$ cat src/rtl/alu_seq_ctrl_pkg.sv
// ----------------------------------------------------------------------------
// alu_seq_ctrl_pkg
// Shared types for the sequencing ALU controller.
//   alu_op_t : 3-bit ALU operation select. Encoding 3'd7 is unused and is
//              treated as idle_alu wherever a command is accepted.
// ----------------------------------------------------------------------------
package alu_seq_ctrl_pkg;

   typedef enum logic [2:0] {
      idle_alu = 3'd0,   // no operation, accumulator untouched
      pass_alu = 3'd1,   // c = b
      add_alu  = 3'd2,   // c = a + b
      sub_alu  = 3'd3,   // c = a - b
      mul_alu  = 3'd4,   // c = low WIDTH bits of a * b
      inc_alu  = 3'd5,   // c = a + 1
      clr_alu  = 3'd6    // c = 0
   } alu_op_t;

endpackage

$ cat src/rtl/alu_seq_ctrl.sv
// ----------------------------------------------------------------------------
// alu_seq_ctrl
// Accumulator-based sequencer for an external combinational ALU. A command
// (operation + operand) is accepted in IDLE, applied to the accumulator in a
// single EXEC cycle, and the new accumulator value is offered in RESP until
// the consumer takes it. One command every three cycles at best.
//
// Optional feature macro: ALU_SEQ_OVF_FLAG_EN
//   defined   : res_ovf is a signed-overflow flag captured at the EXEC edge.
//   undefined : res_ovf is tied to 0 and no overflow logic exists.
//
// Parameters
//   WIDTH        operand / accumulator width in bits (default 12)
// Ports
//   clk          clock, rising edge
//   rstN         asynchronous active-low reset
//   cmd_valid    command request present
//   cmd_ready    controller can accept a command (IDLE only)
//   cmd_op       requested operation (illegal encodings -> idle_alu)
//   cmd_operand  second operand (signed)
//   alu_a        ALU operand a, always the accumulator
//   alu_b        ALU operand b, latched operand in EXEC, else 0
//   alu_sel      ALU operation, latched op in EXEC, else idle_alu
//   alu_c        combinational ALU result
//   res_valid    result available (RESP)
//   res_ready    consumer accepts result
//   res_data     accumulator value after the command
//   res_ovf      signed overflow flag of the last command
// ----------------------------------------------------------------------------
module alu_seq_ctrl
   import alu_seq_ctrl_pkg::*;
#(
   parameter int WIDTH = 12
) (
   input  logic                    clk,
   input  logic                    rstN,
   input  logic                    cmd_valid,
   output logic                    cmd_ready,
   input  alu_op_t                 cmd_op,
   input  logic signed [WIDTH-1:0] cmd_operand,
   output logic signed [WIDTH-1:0] alu_a,
   output logic signed [WIDTH-1:0] alu_b,
   output alu_op_t                 alu_sel,
   input  logic signed [WIDTH-1:0] alu_c,
   output logic                    res_valid,
   input  logic                    res_ready,
   output logic signed [WIDTH-1:0] res_data,
   output logic                    res_ovf
);

   typedef enum logic [1:0] {
      IDLE = 2'd0,
      EXEC = 2'd1,
      RESP = 2'd2
   } state_t;

   state_t                  state_reg, state_next;
   logic signed [WIDTH-1:0] ac_reg, ac_next;
   alu_op_t                 op_reg, op_next;
   logic signed [WIDTH-1:0] operand_reg, operand_next;
   // Cleared by reset and set on the first edge afterwards, so cmd_ready
   // stays low while reset is held and until the first clock after release.
   logic                    ready_en_reg;
   alu_op_t                 op_legal;

   // Map unused encodings onto idle_alu at the point of capture so the rest
   // of the design only ever sees legal operations.
   always_comb begin
      op_legal = idle_alu;
      case (cmd_op)
         idle_alu, pass_alu, add_alu, sub_alu,
         mul_alu, inc_alu, clr_alu: op_legal = cmd_op;
         default:                   op_legal = idle_alu;
      endcase
   end

   always_ff @(posedge clk or negedge rstN) begin
      if (!rstN) begin
         state_reg    <= IDLE;
         ac_reg       <= '0;
         op_reg       <= idle_alu;
         operand_reg  <= '0;
         ready_en_reg <= 1'b0;
      end else begin
         state_reg    <= state_next;
         ac_reg       <= ac_next;
         op_reg       <= op_next;
         operand_reg  <= operand_next;
         ready_en_reg <= 1'b1;
      end
   end

   always_comb begin
      state_next   = state_reg;
      ac_next      = ac_reg;
      op_next      = op_reg;
      operand_next = operand_reg;
      cmd_ready    = 1'b0;
      res_valid    = 1'b0;
      alu_sel      = idle_alu;
      alu_b        = '0;

      case (state_reg)
         IDLE: begin
            cmd_ready = ready_en_reg;
            if (cmd_valid && ready_en_reg) begin
               op_next      = op_legal;
               operand_next = cmd_operand;
               state_next   = EXEC;
            end
         end
         EXEC: begin
            alu_sel = op_reg;
            alu_b   = operand_reg;
            // idle_alu still produces a response, it just leaves AC alone.
            if (op_reg != idle_alu) begin
               ac_next = alu_c;
            end
            state_next = RESP;
         end
         RESP: begin
            res_valid = 1'b1;
            if (res_ready) begin
               state_next = IDLE;
            end
         end
         default: begin
            state_next = IDLE;
         end
      endcase
   end

   // Operand a is the accumulator in every state; the response is the
   // accumulator too, which cannot change while sitting in RESP.
   assign alu_a    = ac_reg;
   assign res_data = ac_reg;

`ifdef ALU_SEQ_OVF_FLAG_EN
   localparam logic signed [WIDTH-1:0] MAX_POS = {1'b0, {(WIDTH-1){1'b1}}};

   logic signed [2*WIDTH-1:0] ac_ext;
   logic signed [2*WIDTH-1:0] opd_ext;
   logic signed [2*WIDTH-1:0] prod;
   logic        [WIDTH-1:0]   hi_diff;
   logic                      ovf_calc;
   logic                      ovf_reg;

   // Full-precision product: it fits in WIDTH bits only if every upper bit
   // is a copy of the result sign bit.
   assign ac_ext  = {{WIDTH{ac_reg[WIDTH-1]}}, ac_reg};
   assign opd_ext = {{WIDTH{operand_reg[WIDTH-1]}}, operand_reg};
   assign prod    = ac_ext * opd_ext;

   for (genvar gi = 0; gi < WIDTH; gi++) begin : g_mul_hi
      assign hi_diff[gi] = prod[WIDTH+gi] ^ prod[WIDTH-1];
   end

   always_comb begin
      ovf_calc = 1'b0;
      case (op_reg)
         add_alu: ovf_calc = (ac_reg[WIDTH-1] == operand_reg[WIDTH-1]) &&
                             (alu_c[WIDTH-1]  != ac_reg[WIDTH-1]);
         sub_alu: ovf_calc = (ac_reg[WIDTH-1] != operand_reg[WIDTH-1]) &&
                             (alu_c[WIDTH-1]  != ac_reg[WIDTH-1]);
         inc_alu: ovf_calc = (ac_reg == MAX_POS);
         mul_alu: ovf_calc = |hi_diff;
         default: ovf_calc = 1'b0;
      endcase
   end

   // Only written at the EXEC edge, so it holds steady through RESP.
   always_ff @(posedge clk or negedge rstN) begin
      if (!rstN) begin
         ovf_reg <= 1'b0;
      end else if (state_reg == EXEC) begin
         ovf_reg <= ovf_calc;
      end
   end

   assign res_ovf = ovf_reg;
`else
   assign res_ovf = 1'b0;
`endif

endmodule

$ cat config.mk
export PLATFORM = sky130hd
export DESIGN_NAME = alu_seq_ctrl
export DESIGN_NICKNAME = d
export VERILOG_FILES = /design/src/rtl/alu_seq_ctrl_pkg.sv /design/src/rtl/alu_seq_ctrl.sv
export SDC_FILE = /design/constraint.sdc
export NUM_CORES = 1
export LEC_CHECK = 0
export BUFFER_PORTS_ARGS = -buffer_cell sky130_fd_sc_hd__buf_2
export CORE_MARGIN = 8
export CORE_UTILIZATION = 31
export DETAILED_ROUTE_END_ITERATION = 10
export PLACE_DENSITY = 0.68
export SLEW_MARGIN = 20
export SYNTH_ARGS = -nofsm -noshare
export SYNTH_HDL_FRONTEND = slang
export SYNTH_SLANG_ARGS = --single-unit
$ cat constraint.sdc
create_clock -name clk -period 2 [get_ports clk]
set_input_delay 0.2 -clock clk [delete_from_list [all_inputs] [get_ports clk]]
set_output_delay 0.2 -clock clk [all_outputs]
set_load 0.02 [all_outputs]
== Word-level counts from Yosys, hierarchy flattened ==
Index checks and enable logic that the tools add are counted.

* Output and inout port bits: 42
* Input port bits: 31
* Bits in registers: 30

* Eq/ne operators: 10
* Reduce and logical (&&, ||, !) cells: 8
* Multiplexer cells: 8

{| class="wikitable"
|+ Operator list
! kind !! count
|-
| two-way mux 12 bit || 1
|-
| equality test 3 bit (second input constant) || 3
|-
| OR reduction 7 bit || 1
|-
| equality test 3 x 2 -> 1 bit (second input constant) || 2
|-
| two-way mux 3 bit || 2
|-
| case mux 2 bit (3 select lines) || 1
|-
| AND reduction 2 bit || 3
|-
| two-way mux 2 bit || 2
|-
| != test 2 bit (second input constant) || 2
|-
| equality test 3 x 1 -> 1 bit (second input constant) || 1
|-
| zero test 3 bit || 1
|-
| nonzero test 3 bit || 1
|-
| equality test 2 x 1 -> 1 bit (second input constant) || 1
|-
| equality test 2 bit (second input constant) || 1
|-
| zero test 2 bit || 1
|-
| two-way mux 1 bit || 2
|-
| logical AND 1 bit || 1
|}

== Longest topological paths before layout ==
* Depth after elaboration: 3
* Depth in mapped cells: 5
* Depth with buffers taken out: 3

== Worst setup path after synthesis ==
OpenSTA, ideal clock, no wires.

* Kind: reg2reg
* Start point: reg state_reg[1]
* End point: reg op_reg[0]
* Cell stages (with the launch flop): 6
* Data required time: 1.875 ns
* Arrival time: 1.490 ns
* Slack: 0.385 ns
* Cell sequence: dfrtp_1 > nor3b_2 > and2_1 > buf_6 > buf_12 > mux2_4

* Word-level cells in the longest chain between the ends: 2

{| class="wikitable"
|+ RTL lines
! element !! line !! RTL
|-
| start, declared || alu_seq_ctrl.sv:57 || <nowiki>state_t state_reg, state_next;</nowiki>
|-
| start signal, assigned || alu_seq_ctrl.sv:85 || <nowiki>state_reg <= state_next;</nowiki>
|-
| zero test 2 bit || alu_seq_ctrl.sv:103 || <nowiki>case (state_reg)</nowiki>
|-
| AND reduction 2 bit (no line) || n/a ||
|-
| end signal, assigned || alu_seq_ctrl.sv:81 || <nowiki>op_reg <= idle_alu;</nowiki>
|-
| end signal, assigned || alu_seq_ctrl.sv:87 || <nowiki>op_reg <= op_next;</nowiki>
|-
| end, declared || alu_seq_ctrl.sv:59 || <nowiki>alu_op_t op_reg, op_next;</nowiki>
|}

No other way between the ends.
A chain may end at the register's enable or synchronous reset.

== Worst setup path in the final report ==
* Start point: reg state_reg[1]
* End point: reg ac_reg[1] (netlist: alu_a[1])

* Word-level cells in the longest chain between the ends: 2

{| class="wikitable"
|+ RTL lines
! element !! line !! RTL
|-
| equality test 2 x 1 -> 1 bit || alu_seq_ctrl.sv:103 ||
|-
| AND reduction 2 bit (no line) || n/a ||
|-
| end signal, assigned || alu_seq_ctrl.sv:86 || <nowiki>ac_reg <= ac_next;</nowiki>
|-
| end, declared || alu_seq_ctrl.sv:58 || <nowiki>logic signed [WIDTH-1:0] ac_reg, ac_next;</nowiki>
|}

No other way between the ends.

==> reports/metrics.yaml <==
floorplan:
  core-area_mm2: 0.004629
  rows: 25
  fp.dieH_um: 84.40
  fp.dieW_um: 84.40
  die_area_mm2: 0.007123
  io-pin-count: 73
  start_util_pct: 31.32
global_routing:
  grt_pass1_wl_um: 5202
  grt-ovfl-total: 0
  grt_pass1_vias: 1004
  grt_max_degree: 31
  grt.total_usage_pct: 9.219
  antenna_found_initial: 0
worst_setup_path:
  cp_max_fo: 17
  rr_startpoint: "state_reg[1]"
  worst-endpoint-required_ns: 2.16
  path_class: "reg -> reg"
  rr_worst_depth: 3
  start_kind: "register"
  timing.rr.end: "alu_a[1]"
  end_kind: "register"
  crit_arrival_ns: 1.84
  regToRegSetupSlack_ns: 0.32
synth:
  synth_fp_nets: 132
  ys_dominant_reg_cell: "dfrtp_1"
  synth_top_cells_by_area: "dfrtp_1 52%, mux2_4 20%, and2_1 6.9%"
  yosysTopAreaCell: "dfrtp_1"
  ys_types: 17
  ys_top_cells_by_count: "30 x dfrtp_1, 19 x mux2_4, 16 x and2_1"
  synth.avg_cell_area_um2: 14.36
  yosysMostFrequentCell: "dfrtp_1"
  synth.top_cell.area_share_pct: 51.77
  yosysSeqAreaShare_pct: 51.77
  synth_cells: 101
  synth_edf_count: 0
  netlist_area_mm2: 0.001450
  ys_warn_count: 0
  ys_seq_elements: 30
  synthArstFlopShare_pct: 100.0
sta:
  max_freq_mhz: 594.4
  final-max-slew-violation-count: 0
  hold_violations: 0
  post-route-min-period_ns: 1.682
  rsz0062_at_grt: "no"
  clock_skew_ns: 0.004791
  max_slew.worst_pin.slew_ns: 0.6763
  finalWorstSetupSlack_ns: 0.3176
  fin_tns_setup_ns: 0
  holdWs_ns: 0.1392
  relSlewSlack_pct: 54.91
  setup_viol: 0
  period_share_pct: 84.12
min_path:
  hold_path_startpoint: "cmd_operand[5]"
  min_path_type: "in -> reg"
  hold_end: "operand_reg[5]"
  worst_hold_path.num_cells: 2
job:
  cap_viol_max_count: 0
pwr:
  ir_drop_mv: 0.5343
  power_uw: 2621
  leakage_uw: 0.0009881
  powerDensity_mw_per_mm2: 1410
clocking:
  cts_buffers: 5
  clkSinkCount: 30
  clock_path_buffers: 2
  post_cts_buffers: 0
  cts_resized: 0
  path_clk_slew_ns: 0.07
  cts_tree: "yes"
  cts_root_buf: "clkbuf_8"
  htreeDepth: 2
  clk_latency_ns: 0.28
cells_and_area:
  syn_to_final_growth_pct: 28.21
  final_util_pct: 40.16
  antennaDiodeCount: 0
  nNetsFinal: 195
  drive_above_1_share_pct: 62.80
placement:
  io_buffer_count: 71
  place_congestion: 0.6830
  dpl_worst_slack_ns: 0.3113
  dp_hpwl_um: 2393
outcome:
  status: "completed"
drt:
  via_per_inst: 4.229
  drc: 0
  vias: 922
  drt-pass1-iter-count: 3
  routedWlPerCell_um: 14.35
  ant_nets: 0
  routed_wl_um: 3129
  initialDrtViolationCount: 20
## worst max path at each step
stage | from | to | slack [ns] | cells after the start
2_1_floorplan | state_reg[1] | op_reg[0] | 0.38 | 5
3_3_place_gp | state_reg[1] | alu_a[0] | 0.33 | 3
3_5_place_dp | state_reg[1] | alu_a[1] | 0.31 | 3
4_1_cts | state_reg[1] | alu_a[1] | 0.30 | 3
5_1_grt | state_reg[1] | alu_a[0] | 0.20 | 3
6_report | state_reg[1] | alu_a[1] | 0.32 | 3
## per-layer routing
layer	part of all wire, %	up-vias	track usage [%]
met2	44	52	14.04
met1	44	423	10.52
met5	0	-	0
met3	11	4	5.659
met4	0.80	0	2.589
li1	-	443	-
## cell type report
| cell class | instances | area [µm²] |
|---|---|---|
| Fill cell | 440 | 2770 |
| Sequential cell | 30 | 750.7 |
| Multi-Input combinational cell | 53 | 551.8 |
| Timing Repair Buffer | 73 | 372.9 |
| Clock buffer | 6 | 82.58 |
| Tap cell | 54 | 67.56 |
| Clock inverter | 1 | 30.03 |
| Inverter | 1 | 3.754 |
## where the power goes
group          internal, µW  leakage [µW]  switching (µW)
Clock                   398     0.0000573             221
Sequential              820      0.000358             134
Combinational           469      0.000572             580
## worst max-delay path, cell delays in order (launching register included)
cell and delay, ns:
dfrtp_1 0.40, and2b_4 0.34, o31a_2 0.45, mux2_2 0.38
## cells in the final DEF, fill, tap and decap left out, drive strengths merged
| cell type | n |
|---|---|
| a21boi | 3 |
| a21o | 1 |
| and2 | 16 |
| and2b | 1 |
| buf | 72 |
| bufinv | 1 |
| clkbuf | 6 |
| conb | 2 |
| dfrtp | 30 |
| dlygate4sd3 | 1 |
| inv | 1 |
| mux2 | 27 |
| nor2b | 1 |
| nor3b | 1 |
| o31a | 1 |
## what timing repair did
item / in CTS / in global routing
setup endpoints to repair: 0 / 0
hold buffers: 1 / 0
hold endpoints to repair: 30 / 0
## per-stage QoR
step / instances / instance area, µm²
2_1_floorplan: 101 / 1450
4_1_cts: 218 / 1859
3_3_place_gp: 210 / 1737
5_1_grt: 218 / 1859
3_5_place_dp: 210 / 1737
6_report: 218 / 1859
## kinds of logic (layout without fill, tap and decap cells)
kind of cell	after synthesis	after routing	synth area share, %
DFF	30	30	51.77
AOI/OAI and AO/OA	5	5	2.761
muxes	27	27	25.88
other	2	2	0.5179
buffers and inverters	18	81	10.18
and+or+nand+nor	19	19	8.887
(Power assumes the default switching activity.)
